<file path="config.mk">
export PLATFORM = sky130hd
export DESIGN_NAME = packet_fetch_ctrl_flat
export DESIGN_NICKNAME = d
export VERILOG_FILES = /design/src/rtl/ddp_fetch_pkg.sv /design/src/rtl/packet_fetch_ctrl_if.sv /design/src/rtl/fetch_pc_arb.sv /design/src/rtl/packet_fetch_ctrl.sv /design/src/flat_wrapper.sv
export SDC_FILE = /design/constraint.sdc
export NUM_CORES = 1
export LEC_CHECK = 0
export ABC_CLOCK_PERIOD_IN_PS = 3000
export BUFFER_PORTS_ARGS = -buffer_cell sky130_fd_sc_hd__clkbuf_2
export CORE_ASPECT_RATIO = 1.1
export CORE_MARGIN = 2
export CORE_UTILIZATION = 40
export CTS_CLUSTER_SIZE = 40
export DETAILED_ROUTE_END_ITERATION = 8
export HOLD_SLACK_MARGIN = 0.15
export PLACE_DENSITY_LB_ADDON = 0.05
export SYNTH_ARGS = -nofsm -noshare
export SYNTH_HDL_FRONTEND = slang
export SYNTH_SLANG_ARGS = --single-unit
</file>
<file path="constraint.sdc">
create_clock -name clk -period 3 [get_ports clk]
set_clock_uncertainty 0.1 [all_clocks]
set_input_delay 0.9 -clock clk [delete_from_list [all_inputs] [get_ports clk]]
set_output_delay 0.9 -clock clk [all_outputs]
set_load 0.05 [all_outputs]
</file>
<file path="src/rtl/ddp_fetch_pkg.sv">
// Shared types and default widths for the data-driven processor packet fetch path.
package ddp_fetch_pkg;

    localparam int DEF_PACKET_W  = 38;
    localparam int DEF_ADDR_W    = 5;
    localparam int DEF_STOP_BIT  = 37;
    localparam int DEF_LAST_ADDR = 31;

    typedef enum logic [1:0] {
        IDLE = 2'd0,
        REQ  = 2'd1,
        CAP  = 2'd2,
        HOLD = 2'd3
    } fetch_state_t;

endpackage

</file>
<file path="src/rtl/packet_fetch_ctrl_if.sv">
// Bundle of host control, packet memory and pipeline handshake signals around the fetch controller.
interface packet_fetch_ctrl_if #(
    parameter int PACKET_W = ddp_fetch_pkg::DEF_PACKET_W,
    parameter int ADDR_W   = ddp_fetch_pkg::DEF_ADDR_W
);

    logic                send_in;
    logic                pc_update;
    logic [ADDR_W-1:0]   pc_next;
    logic [ADDR_W-1:0]   mem_addr;
    logic                mem_re;
    logic [PACKET_W-1:0] mem_data;
    logic [PACKET_W-1:0] packet_out;
    logic                packet_valid;
    logic                packet_ready;
    logic [ADDR_W-1:0]   pc_out;
    logic                busy;
    logic                done;

    // The fetch controller masters the memory port and the packet stream.
    modport master (
        input  send_in, pc_update, pc_next, mem_data, packet_ready,
        output mem_addr, mem_re, packet_out, packet_valid, pc_out, busy, done
    );

    modport slave (
        output send_in, pc_update, pc_next, mem_data, packet_ready,
        input  mem_addr, mem_re, packet_out, packet_valid, pc_out, busy, done
    );

endinterface

</file>
<file path="src/rtl/fetch_pc_arb.sv">
// Program counter with a pending-load slot; priority is new load > pending load > increment > hold.
module fetch_pc_arb
    import ddp_fetch_pkg::*;
#(
    parameter int ADDR_W = DEF_ADDR_W
) (
    input  logic              clk,
    input  logic              rst_n,
    input  logic              idle,
    input  logic              load,
    input  logic [ADDR_W-1:0] load_value,
    input  logic              advance,
    input  logic              finish,
    output logic [ADDR_W-1:0] pc,
    output logic [ADDR_W-1:0] pc_nxt
);

    logic [ADDR_W-1:0] pc_q;
    logic [ADDR_W-1:0] pend_val_q, pend_val_d;
    logic              pend_flag_q, pend_flag_d;

    // A load that lands on the handshake cycle beats any older pending value;
    // outside IDLE loads are parked so the packet in flight is not disturbed.
    always_comb begin
        pc_nxt      = pc_q;
        pend_val_d  = pend_val_q;
        pend_flag_d = pend_flag_q;
        if (advance || finish) begin
            pend_flag_d = 1'b0;
            if (load)
                pc_nxt = load_value;
            else if (pend_flag_q)
                pc_nxt = pend_val_q;
            else if (finish)
                pc_nxt = '0;
            else
                pc_nxt = pc_q + ADDR_W'(1);
        end else if (load) begin
            if (idle) begin
                pc_nxt = load_value;
            end else begin
                pend_val_d  = load_value;
                pend_flag_d = 1'b1;
            end
        end
    end

    always_ff @(posedge clk or negedge rst_n) begin
        if (!rst_n) begin
            pc_q        <= '0;
            pend_val_q  <= '0;
            pend_flag_q <= 1'b0;
        end else begin
            pc_q        <= pc_nxt;
            pend_val_q  <= pend_val_d;
            pend_flag_q <= pend_flag_d;
        end
    end

    assign pc = pc_q;

endmodule

</file>
<file path="src/rtl/packet_fetch_ctrl.sv">
// Packet fetch sequencer: reads program memory one packet at a time and hands each to the pipeline via valid/ready.
module packet_fetch_ctrl
    import ddp_fetch_pkg::*;
#(
    parameter int PACKET_W  = DEF_PACKET_W,
    parameter int ADDR_W    = DEF_ADDR_W,
    parameter int LAST_ADDR = DEF_LAST_ADDR,
    parameter int STOP_BIT  = DEF_STOP_BIT
) (
    input  logic                clk,
    input  logic                rst_n,
    packet_fetch_ctrl_if.master bus
);

    fetch_state_t        state_q, state_d;
    logic                send_q;
    logic                mem_re_q;
    logic [ADDR_W-1:0]   mem_addr_q;
    logic [PACKET_W-1:0] packet_q;
    logic                valid_q;
    logic                done_q;
    logic [ADDR_W-1:0]   pc;
    logic [ADDR_W-1:0]   pc_nxt;
    logic                send_rise;
    logic                handshake;
    logic                last_pkt;
    logic                advance;
    logic                finish;
    logic                idle;

    assign send_rise = bus.send_in & ~send_q;
    assign idle      = (state_q == IDLE);
    assign handshake = (state_q == HOLD) & bus.packet_ready;
    assign last_pkt  = packet_q[STOP_BIT] | (pc == ADDR_W'(LAST_ADDR));
    assign advance   = handshake & ~last_pkt;
    assign finish    = handshake & last_pkt;

    fetch_pc_arb #(
        .ADDR_W (ADDR_W)
    ) u_pc_arb (
        .clk        (clk),
        .rst_n      (rst_n),
        .idle       (idle),
        .load       (bus.pc_update),
        .load_value (bus.pc_next),
        .advance    (advance),
        .finish     (finish),
        .pc         (pc),
        .pc_nxt     (pc_nxt)
    );

    always_comb begin
        state_d = state_q;
        case (state_q)
            IDLE:    if (send_rise) state_d = REQ;
            REQ:     state_d = CAP;
            CAP:     state_d = HOLD;
            HOLD:    if (handshake) state_d = finish ? IDLE : REQ;
            default: state_d = IDLE;
        endcase
    end

    // Outputs are registered from the next-state view so MEM_RE/VALID line up with REQ/HOLD
    // and MEM_ADDR always mirrors the PC, including a load taken on the same edge.
    always_ff @(posedge clk or negedge rst_n) begin
        if (!rst_n) begin
            state_q    <= IDLE;
            send_q     <= 1'b0;
            mem_re_q   <= 1'b0;
            mem_addr_q <= '0;
            packet_q   <= '0;
            valid_q    <= 1'b0;
            done_q     <= 1'b0;
        end else begin
            state_q    <= state_d;
            send_q     <= bus.send_in;
            mem_re_q   <= (state_d == REQ);
            mem_addr_q <= pc_nxt;
            valid_q    <= (state_d == HOLD);
            done_q     <= finish;
            if (state_q == CAP)
                packet_q <= bus.mem_data;
        end
    end

    assign bus.mem_addr     = mem_addr_q;
    assign bus.mem_re       = mem_re_q;
    assign bus.packet_out   = packet_q;
    assign bus.packet_valid = valid_q;
    assign bus.pc_out       = pc;
    assign bus.busy         = ~idle;
    assign bus.done         = done_q;

endmodule

</file>
<file path="src/flat_wrapper.sv">
// flat-port wrapper written by rule: the top's interface ports become plain ports
module packet_fetch_ctrl_flat import ddp_fetch_pkg::*;
#(
    parameter int PACKET_W  = DEF_PACKET_W,
    parameter int ADDR_W    = DEF_ADDR_W,
    parameter int LAST_ADDR = DEF_LAST_ADDR,
    parameter int STOP_BIT  = DEF_STOP_BIT
)
  (clk, rst_n, bus_send_in, bus_pc_update, bus_pc_next, bus_mem_data, bus_packet_ready, bus_mem_addr, bus_mem_re, bus_packet_out, bus_packet_valid, bus_pc_out, bus_busy, bus_done);
  packet_fetch_ctrl_if #(.PACKET_W(PACKET_W), .ADDR_W(ADDR_W)) bus_i ();
  input  logic clk;
  input  logic rst_n;
  input wire logic [$bits(bus_i.send_in)-1:0] bus_send_in;
  input wire logic [$bits(bus_i.pc_update)-1:0] bus_pc_update;
  input wire logic [$bits(bus_i.pc_next)-1:0] bus_pc_next;
  input wire logic [$bits(bus_i.mem_data)-1:0] bus_mem_data;
  input wire logic [$bits(bus_i.packet_ready)-1:0] bus_packet_ready;
  output wire logic [$bits(bus_i.mem_addr)-1:0] bus_mem_addr;
  output wire logic [$bits(bus_i.mem_re)-1:0] bus_mem_re;
  output wire logic [$bits(bus_i.packet_out)-1:0] bus_packet_out;
  output wire logic [$bits(bus_i.packet_valid)-1:0] bus_packet_valid;
  output wire logic [$bits(bus_i.pc_out)-1:0] bus_pc_out;
  output wire logic [$bits(bus_i.busy)-1:0] bus_busy;
  output wire logic [$bits(bus_i.done)-1:0] bus_done;
  assign bus_i.send_in = bus_send_in;
  assign bus_i.pc_update = bus_pc_update;
  assign bus_i.pc_next = bus_pc_next;
  assign bus_i.mem_data = bus_mem_data;
  assign bus_i.packet_ready = bus_packet_ready;
  assign bus_mem_addr = bus_i.mem_addr;
  assign bus_mem_re = bus_i.mem_re;
  assign bus_packet_out = bus_i.packet_out;
  assign bus_packet_valid = bus_i.packet_valid;
  assign bus_pc_out = bus_i.pc_out;
  assign bus_busy = bus_i.busy;
  assign bus_done = bus_i.done;
  packet_fetch_ctrl #(.PACKET_W(PACKET_W), .ADDR_W(ADDR_W), .LAST_ADDR(LAST_ADDR), .STOP_BIT(STOP_BIT)) u_core (.clk(clk), .rst_n(rst_n), .bus(bus_i));
endmodule
</file>
==> run_results.csv, run 1 <==
group,metric,value,unit
run_status,run_status,"finished, final reports clean",
flow_run,maxCapViolations,0,
drt,dr_total_vias,1678,
setup_path,timing.critical_path.fanout_max,9,
global_route,gr-total-overflow,0,
drt,ant_nets,0,
setup_path,reg2reg_setup_slack,0.80,ns
synth,netlist_instances,169,
synth,ys_top_cells_by_area,"sky130_fd_sc_hd__dfrtp_1, sky130_fd_sc_hd__mux2_1, sky130_fd_sc_hd__mux2_2, sky130_fd_sc_hd__buf_4, sky130_fd_sc_hd__buf_6",
drt,drt_first_pass_iters,4,
drt,via_to_cell_ratio,4.921,
timing,final.min_clock_period,2.438,ns
setup_path,setup.worst_path.start_class,"flop",
finish,drive_above_1_share,0.4659,
setup_path,cpMaxStageDelayCell,"sky130_fd_sc_hd__dfrtp_1",
clocking,cts-root-buf,"sky130_fd_sc_hd__clkbuf_8",
floorplanning,row_count,29,
synth,post_synth_mux_area_share,0.2040,
clocking,tritoncts,"yes",
floorplanning,core_area,5769,µm²
finish,area_growth_syn_to_layout,27.31,%
global_route,maximum_number_of_pins_on_one_net_before_global_route_repair,39,
place,buffer_ports.inserted,99,
global_route,grt_util_all_layers,0.1443,
timing,timing_worst_slew_pin_value,0.6938,ns
finish,register_area,1376,µm²
clocking,cts.sink_count,55,
global_route,grt_pass1_vias,1479,
clocking,worst_skew_late_latency,0.30,ns
synth,largest_family_of_logic_cells_by_synthesized_area,"multiplexers",
synth,seq_area_frac_synth,0.5799,
drt,remaining_drc_errors,0,
synth,post_synth_fa_ha_maj_area_fraction,0.01054,
synth,synthFlopType,"sky130_fd_sc_hd__dfrtp_1",
clocking,cts.clk_slew.worst_paths,0.09,ns
global_route,grt_pass1_wl,7493,µm
setup_path,critical-path-top-delay-family,"flip-flops",
clocking,cts-htree-levels,2,
synth,most_used_standard_cells_in_the_synthesized_netlist,"sky130_fd_sc_hd__dfrtp_1, sky130_fd_sc_hd__mux2_1, sky130_fd_sc_hd__mux2_2",
timing,final_hold_fails,0,
setup_path,critical_path_arrival,1.44,ns
setup_path,critical-path-max-stage-delay,0.58,ns
synth,yosysTopAreaCellShare,0.5799,
clocking,clock_tree.buffer_depth,2,
finish,antennaDiodeCount,0,
floorplanning,floorplan.die_area,6567,µm²
timing,tns,0,ns
floorplanning,io-pin-count,100,
synth,synth.ff_latch_count,55,
timing,report.final.slew_viol_count,0,
synth,synth_async_reset_ratio,1.000,
synth,netlist-cell-type-count,38,
synth,yosys.area_share.simple,0.06906,
global_route,grt_antenna_before_repair,0,
global_route,met3_global_route_usage,0.03656,
setup_path,timing_worst_setup_path_type,"reg -> out",
synth,synth-xor-area-share,0,
synth,synth-compound-area-share,0.08171,
timing,relSlewSlack,0.5374,
clocking,post_cts_resize_count,0,
synth,synth_nets,219,
finish,multi_input_area,874.6,µm²
floorplanning,initial_utilization,0.4114,
place,place_congestion,0.7771,
finish,n_fill_cell,505,
timing,final_min_period_over_clock_period,0.8128,
setup_path,timing.critical_path.cells,"nor2_4, inv_1, clkbuf_2",
global_route,gr-max-usage-layer,"met2",
synth,synth_most_common_cell,"sky130_fd_sc_hd__dfrtp_1",
clocking,cts_buffers,5,
drt,wl_per_cell,13.76,µm
floorplanning,die_y,84.79,µm
drt,drt_first_iter_violations,59,
setup_path,worstPathRequired,2.00,ns
place,post-dp-hpwl,3410,µm
setup_path,worst_setup_path_end_kind,"primary output",
synth,synthesis.area_per_instance,14.04,µm²
worst_hold_path,hp-class,"reg -> reg",
synth,post_synth_edffs,0,
drt,postRouteWirelength,4691,µm
global_route,met2_use_gr,0.2190,
timing,clock.fmax,410.1,MHz
clocking,post_cts.repair.setup_buffers,0,
timing,grt_setup_unrepaired,"false",
synth,synth_area_leader_cell,"sky130_fd_sc_hd__dfrtp_1",
floorplanning,die_x,77.45,µm
clocking,ctsHoldBuffers,0,
global_route,grt.met1_usage,0.2069,
setup_path,cp.buffers_inverters,2,
finish,fin_nets,313,
timing,setup-violations-final,0,
synth,yosys_warnings,0,
synth,area_of_the_mapped_netlist,2374,µm²
==> path summary, 6_finish.rpt <==
kind                       cells past startpoint                                         to                                      start
max                                            3                                   bus_busy                u_core.state_q[0]$_DFF_PN0_
min reg2reg                                    1  u_core.u_pc_arb.pend_val_q[2]$_DFFE_PN0P_  u_core.u_pc_arb.pend_val_q[2]$_DFFE_PN0P_
max reg2reg                                    6         u_core.bus.mem_addr[4]$_DFFE_PN0P_         u_core.bus.mem_addr[0]$_DFFE_PN0P_
min in group asynchronous                      1       u_core.bus.packet_out[9]$_DFFE_PN0P_                                      rst_n
max in group asynchronous                      2      u_core.bus.packet_out[11]$_DFFE_PN0P_                                      rst_n
min                                            1  u_core.u_pc_arb.pend_val_q[2]$_DFFE_PN0P_  u_core.u_pc_arb.pend_val_q[2]$_DFFE_PN0P_
==> through the flow <==
stage | cell area [µm²] | hold WS, ns | worst slack, ns | std cells | util
6_report | 3022 | 0.3913 | 0.5617 | 341 | 0.5237
3_3_place_gp | 2889 | 0.3676 | 0.8076 | 333 | 0.5008
2_1_floorplan | 2374 | 0.3496 | 0.6649 | 169 | -
5_1_grt | 3022 | 0.4088 | 0.4562 | 341 | 0.5237
3_5_place_dp | 2889 | 0.3746 | 0.7850 | 333 | 0.5008
4_1_cts | 3022 | 0.3975 | 0.5419 | 341 | 0.5237
==> per-layer routing <==
layer	vias to the layer above	wire (µm)
met5	-	0
met4	0	51
met3	7	358
met2	74	2172
met1	803	2107
li1	794	-
==> kinds of logic (layout without fill, tap and decap cells) <==
kind of cell,after synthesis,count (layout)
compound gates,25,25
buf+inv,19,114
mux,43,43
simple gates,25,25
fa+ha+maj,2,2
flops,55,55
==> worst reg2reg max path: cells and delay by family, from the launching register on <==
| family | cells | cell delay (ns) |
|---|---|---|
| compound gates | 2 | 0.39 |
| simple gates | 2 | 0.74 |
| flops | 1 | 0.45 |
| fa+ha+maj | 2 | 0.48 |
==> cells in the final DEF (no fill, tap or decap), types with 2 or more instances in the layout <==
cell type / instances
sky130_fd_sc_hd__mux2_1: 33
sky130_fd_sc_hd__a221o_1: 2
sky130_fd_sc_hd__o2bb2ai_1: 2
sky130_fd_sc_hd__clkbuf_2: 99
sky130_fd_sc_hd__o2111ai_1: 2
sky130_fd_sc_hd__inv_1: 5
sky130_fd_sc_hd__nor2_1: 6
sky130_fd_sc_hd__dfrtp_1: 55
sky130_fd_sc_hd__o221a_1: 2
sky130_fd_sc_hd__nor3b_1: 2
sky130_fd_sc_hd__nand2b_1: 2
sky130_fd_sc_hd__bufinv_16: 2
sky130_fd_sc_hd__nand3_1: 2
sky130_fd_sc_hd__mux2_2: 10
sky130_fd_sc_hd__o21ai_1: 2
sky130_fd_sc_hd__a21oi_1: 6
sky130_fd_sc_hd__clkbuf_8: 5
sky130_fd_sc_hd__ha_1: 2
sky130_fd_sc_hd__o211ai_1: 2
==> sequential cells by signal, indices dropped and copies added (netlist names), 2 cells and up <==
| name | cells |
|---|---|
| u_core.bus.mem_addr | 5 |
| u_core.state_q | 2 |
| u_core.bus.packet_out | 38 |
| u_core.u_pc_arb.pend_val_q | 5 |
==> layout make-up <==
class / instances / area share
tap: 77 / 0.03188
multi-input combinational: 95 / 0.2894
timing repair buffer: 101 / 0.1731
clock inverter: 2 / 0.01988
clock buffer: 6 / 0.02402
inverter: 5 / 0.006211
sequential: 55 / 0.4555
Power of run 1 is not shown: default switching activity piles up to over one toggle a cycle in this logic, so the estimate is an artifact.
==> run 2, diff against run 1 <==
--- a/config.mk
+++ b/config.mk
@@ -5,7 +5,7 @@
 export SDC_FILE = /design/constraint.sdc
 export NUM_CORES = 1
 export LEC_CHECK = 0
-export ABC_CLOCK_PERIOD_IN_PS = 3000
+export ABC_CLOCK_PERIOD_IN_PS = 2190
 export BUFFER_PORTS_ARGS = -buffer_cell sky130_fd_sc_hd__clkbuf_2
 export CORE_ASPECT_RATIO = 1.1
 export CORE_MARGIN = 2
==> constraint.sdc (replaced) <==
create_clock -name clk -period 2.19 [get_ports clk]
set_clock_uncertainty 0.1 [all_clocks]
set_input_delay 0.657 -clock clk [delete_from_list [all_inputs] [get_ports clk]]
set_output_delay 0.657 -clock clk [all_outputs]
set_load 0.05 [all_outputs]
==> run 2 against run 1 <==
Final area grew 1.2%. Critical path depth is the same. Die area is the same. Register-to-register slack lost 0.71 ns. Count of clock-buffer cells in the layout grew 1. Hold slack lost 0.15 ns.
==> run_results.csv, run 2 (synthesis results as in run 1) <==
group,metric,value,unit
run_status,run_status,"finished, final reports clean",
place,place_congestion,0.7834,
drt,drt_first_iter_violations,37,
place,post-dp-hpwl,3561,µm
floorplanning,io-pin-count,100,
place,buffer_ports.inserted,99,
global_route,grt_util_all_layers,0.1545,
drt,drt_first_pass_iters,4,
setup_path,timing.critical_path.fanout_max,9,
floorplanning,floorplan.die_area,6567,µm²
flow_run,maxCapViolations,0,
clocking,worst_skew_late_latency,0.30,ns
setup_path,worst_setup_path_end_kind,"primary output",
worst_hold_path,hp-class,"in -> async",
timing,hold_slack,0.2431,ns
timing,timing_worst_slew_pin_value,0.3710,ns
floorplanning,die_x,77.45,µm
finish,layout_common_cells,"sky130_fd_sc_hd__clkbuf_2, sky130_fd_sc_hd__dfrtp_1, sky130_fd_sc_hd__mux2_1",
global_route,grt_antenna_before_repair,0,
timing,tns,0,ns
floorplanning,core_area,5769,µm²
finish,area_growth_syn_to_layout,28.78,%
clocking,clock_tree.buffer_depth,2,
timing,clock.fmax,474.6,MHz
clocking,cts-root-buf,"sky130_fd_sc_hd__clkbuf_8",
setup_path,crit-reg2reg-launch,"u_core.bus.mem_addr[1]$_DFFE_PN0P_",
setup_path,setup.worst_path.start_class,"flop",
setup_path,timing_worst_setup_path_type,"reg -> out",
drt,ant_nets,0,
timing,final_hold_fails,0,
timing,final.min_clock_period,2.107,ns
setup_path,critical_path_arrival,1.35,ns
drt,via_to_cell_ratio,4.813,
timing,relSlewSlack,0.7524,
drt,postRouteWirelength,4886,µm
clocking,cts_buffers,5,
finish,drive_above_1_share,0.4963,
setup_path,worstPathRequired,1.43,ns
floorplanning,die_y,84.79,µm
finish,largest_register_ff_count,38,
drt,wl_per_cell,14.08,µm
timing,setup-violations-final,0,
clocking,cts.clk_slew.worst_paths,0.09,ns
floorplanning,row_count,29,
place,detailed_place.area,2937,µm²
finish,fin_nets,319,
timing,grt_setup_unrepaired,"false",
finish,design_area,3057,µm²
finish,most_common_cell_after_layout_fill_and_taps_aside,"sky130_fd_sc_hd__clkbuf_2",
timing,layout_setup_ws,0.08280,ns
clocking,cts.sink_count,55,
floorplanning,initial_utilization,0.4114,
clocking,ctsHoldBuffers,0,
global_route,gr-total-overflow,0,
clocking,tritoncts,"yes",
drt,dr_total_vias,1670,
global_route,maximum_number_of_pins_on_one_net_before_global_route_repair,56,
setup_path,startpoint,"u_core.state_q[0]$_DFF_PN0_",
finish,antennaDiodeCount,0,
global_route,grt_pass1_wl,8017,µm
global_route,grt_pass1_vias,1627,
place,dpl_worst_slack,0.05163,ns
clocking,cts-htree-levels,2,
drt,remaining_drc_errors,0,
timing,final_min_period_over_clock_period,0.9622,
timing,report.final.slew_viol_count,0,
run 2: changes by cell type in the layout (fill, tap and decap cells not counted), moves of 2 or more:
cell                        change
sky130_fd_sc_hd__bufinv_16      -2
sky130_fd_sc_hd__clkbuf_8       +2
sky130_fd_sc_hd__dfrtp_1        -3
sky130_fd_sc_hd__dfrtp_2        +3
sky130_fd_sc_hd__buf_4          +5
run 2: what timing repair did:
item,CTS,global route
setup buffers,0,2
pin swaps,0,1
resized for setup,1,1
hold endpoints to repair,0,0
setup endpoints to repair,1,3
run 2: final timing paths:
kind	endpoint	slack [ns]	cells past startpoint
min in group clk	u_core.send_q$_DFF_PN0_	0.38	1
setup reg to reg	u_core.bus.mem_addr[4]$_DFFE_PN0P_	0.09	6
hold reg to reg	u_core.u_pc_arb.pend_val_q[2]$_DFFE_PN0P_	0.39	1
max in group asynchronous	u_core.bus.mem_addr[0]$_DFFE_PN0P_	1.49	2
setup / recovery	bus_busy	0.08	3
hold / removal	u_core.bus.packet_out[6]$_DFFE_PN0P_	0.24	2
run 2: critical path, stage by stage (launching register included):
cell,delay [ns]
sky130_fd_sc_hd__dfrtp_2,0.50
sky130_fd_sc_hd__nor2_4,0.19
sky130_fd_sc_hd__inv_1,0.13
sky130_fd_sc_hd__buf_2,0.23
run 2: metal layers:
layer,vias up,global-route usage,part of all wire
li1,807,-,-
met1,792,0.1990,0.45
met2,65,0.2474,0.46
met3,6,0.04516,0.071
met4,0,0.05844,0.015
met5,-,0,0
run 2: cell type report:
| cell class | instances | area, µm² |
|---|---|---|
| fill | 533 | 2713 |
| sequential | 55 | 1380 |
| multi-input combinational | 95 | 877.1 |
| timing repair buffer | 107 | 580.6 |
| clock buffer | 7 | 96.34 |
| tap | 77 | 96.34 |
| inverter | 5 | 18.77 |
| clock inverter | 1 | 7.507 |
run 2: stage by stage:
| step | util | std cells |
|---|---|---|
| after floorplan | - | 169 |
| after global placement | 0.5090 | 337 |
| after detailed placement | 0.5090 | 337 |
| after CTS | 0.5272 | 345 |
| after global routing | 0.5298 | 347 |
| final | 0.5298 | 347 |
Power of run 2 is left out for the same reason.
==> run 3, diff against run 2 <==
--- a/config.mk
+++ b/config.mk
@@ -12,8 +12,10 @@
 export CORE_UTILIZATION = 40
 export CTS_CLUSTER_SIZE = 40
 export DETAILED_ROUTE_END_ITERATION = 8
+export GPL_TIMING_DRIVEN = 0
 export HOLD_SLACK_MARGIN = 0.15
 export PLACE_DENSITY_LB_ADDON = 0.05
+export SLEW_MARGIN = 0
 export SYNTH_ARGS = -nofsm -noshare
 export SYNTH_HDL_FRONTEND = slang
 export SYNTH_SLANG_ARGS = --single-unit
==> constraint.sdc (replaced) <==
create_clock -name clk -period 2.19 [get_ports clk]
set_clock_uncertainty 0.1 [all_clocks]
set_input_delay 0.219 -clock clk [delete_from_list [all_inputs] [get_ports clk]]
set_output_delay 0.219 -clock clk [all_outputs]
set_load 0.05 [all_outputs]
==> run 3 against run 2 <==
Hold slack improved by 0.043 ns. Fmax increased by 0.46%. Register-to-register slack about the same. Largest cell class unchanged. Sequential share of layout area decreased by 6.4 points. Critical endpoint is now u_core.bus.mem_addr[4]$_DFFE_PN0P_. Critical path depth increased by 3. Non-clock buffer count increased by 54. Final area increased by 17%. Die area unchanged. Flip-flop and latch count unchanged. Routed wire length increased by 7.3%. Global-route usage increased by 1.3 points. Highest routed layer unchanged.
==> run_results.csv, run 3 (synthesis results as in run 1) <==
group,metric,value,unit
run_status,run_status,"finished, final reports clean",
worst_hold_path,hp-class,"in -> reg",
setup_path,worstPathRequired,2.34,ns
drt,ant_nets,0,
global_route,grt_antenna_before_repair,0,
drt,via_to_cell_ratio,4.733,
drt,drt_first_iter_violations,48,
floorplanning,die_y,84.79,µm
setup_path,setup.worst_path.start_class,"flop",
setup_path,worst_setup_path_end_kind,"flop",
place,buffer_ports.inserted,99,
clocking,clock_tree.buffer_depth,2,
timing,setup-violations-final,0,
place,placed_cells,345,
drt,wl_per_cell,13.08,µm
finish,area_growth_syn_to_layout,50.08,%
setup_path,critical_path_arrival,2.24,ns
floorplanning,initial_utilization,0.4114,
finish,layout_common_cells,"sky130_fd_sc_hd__clkbuf_2, sky130_fd_sc_hd__dfrtp_1, sky130_fd_sc_hd__dlygate4sd3_1",
drt,dr_total_vias,1898,
floorplanning,io-pin-count,100,
finish,final_cell_count_no_fill,401,
timing,relSlewSlack,0.5139,
setup_path,timing.critical_path.fanout_max,5,
timing,final_min_period_over_clock_period,0.9578,
place,place_congestion,0.8219,
clocking,cts-root-buf,"sky130_fd_sc_hd__clkbuf_8",
clocking,worst_skew_late_latency,0.30,ns
finish,antennaDiodeCount,0,
timing,report.final.slew_viol_count,0,
place,post-dp-hpwl,3481,µm
clocking,cts.clk_slew.worst_paths,0.10,ns
finish,fin_nets,373,
timing,grt_setup_unrepaired,"false",
floorplanning,die_x,77.45,µm
clocking,cts-htree-levels,2,
clocking,tritoncts,"yes",
timing,final.min_clock_period,2.098,ns
finish,fin_util,0.6174,
setup_path,timing_worst_setup_path_type,"reg -> reg",
clocking,cts.sink_count,55,
global_route,gr-total-overflow,0,
global_route,grt_pass1_wl,8880,µm
drt,postRouteWirelength,5245,µm
flow_run,maxCapViolations,0,
global_route,grt_util_all_layers,0.1674,
global_route,maximum_number_of_pins_on_one_net_before_global_route_repair,56,
drt,remaining_drc_errors,0,
finish,most_common_cell_after_layout_fill_and_taps_aside,"sky130_fd_sc_hd__clkbuf_2",
timing,final_hold_fails,0,
clocking,cts_buffers,5,
timing,clock.fmax,476.7,MHz
timing,tns,0,ns
global_route,grt_pass1_vias,1871,
timing,timing_worst_slew_pin_value,0.7291,ns
finish,drive_above_1_share,0.4383,
drt,drt_first_pass_iters,4,
floorplanning,floorplan.die_area,6567,µm²
floorplanning,core_area,5769,µm²
floorplanning,row_count,29,
finish,largest_register_ff_count,38,
[run 3: changes by cell type in the layout (fill, tap and decap cells not counted), sizes merged]
cell         previous run  this run
dlygate4sd3             0        46
buf                     9        16
clkbuf                105       106
[run 3: final cells by class]
class                      count  area, µm²
fill                         480       2207
timing repair buffer         147      973.4
sequential                    55       1379
clock buffer                   7      96.34
tap                           77      96.34
inverter                       5      18.77
multi-input combinational     95      879.6
clock inverter                 1      7.507
buffer                        14      111.4
[run 3: through the flow]
| stage | cell area (µm²) | worst slack, ns | hold slack, ns |
|---|---|---|---|
| after CTS | 3537 | 0.02118 | 0.2729 |
| final | 3562 | 0.09243 | 0.2863 |
| after floorplan | 2379 | 0.002251 | -0.1766 |
| after detailed placement | 2973 | 0.04992 | 0.2518 |
| after global placement | 2970 | 0.02838 | 0.2474 |
| after global routing | 3562 | 0.01173 | 0.2912 |
[run 3: timing repair]
item / 4_1_cts / 5_1_grt
hold buffers: 46 / 0
resized for setup: 0 / 2
setup endpoints to repair: 0 / 2
setup buffers: 0 / 2
endpoints found under the hold margin: 105 / 0
[run 3: routing by layer]
metal / GRT usage / wire length, µm / vias up
li1: - / - / 915
met3: 0.03548 / 278 / 10
met4: 0.04870 / 82 / 0
met1: 0.2224 / 2331 / 909
met2: 0.2775 / 2553 / 64
met5: 0 / 0 / -
[run 3: final timing paths]
path / startpoint / end / slack, ns / depth (start not counted)
max in group asynchronous: rst_n / u_core.bus.mem_addr[1]$_DFFE_PN0P_ / 1.05 / 2
min in group asynchronous: rst_n / u_core.bus.packet_out[8]$_DFFE_PN0P_ / 0.43 / 2
worst min register to register: u_core.bus.packet_out[21]$_DFFE_PN0P_ / u_core.bus.packet_out[21]$_DFFE_PN0P_ / 0.39 / 1
worst max register to register: u_core.bus.mem_addr[1]$_DFFE_PN0P_ / u_core.bus.mem_addr[4]$_DFFE_PN0P_ / 0.09 / 6
worst min-delay path: bus_pc_update / u_core.u_pc_arb.pend_flag_q$_DFFE_PN0P_ / 0.29 / 4
worst max-delay path: u_core.bus.mem_addr[1]$_DFFE_PN0P_ / u_core.bus.mem_addr[4]$_DFFE_PN0P_ / 0.09 / 6
[run 3: worst max-delay path, stage by stage, from the launching register on]
cell and delay, ns:
sky130_fd_sc_hd__dfrtp_2 0.45, sky130_fd_sc_hd__ha_2 0.19, sky130_fd_sc_hd__and3_1 0.18, sky130_fd_sc_hd__ha_2 0.31, sky130_fd_sc_hd__or4b_1 0.44, sky130_fd_sc_hd__a311oi_2 0.24
sky130_fd_sc_hd__a221o_1 0.14
Power of run 3 is left out for the same reason.
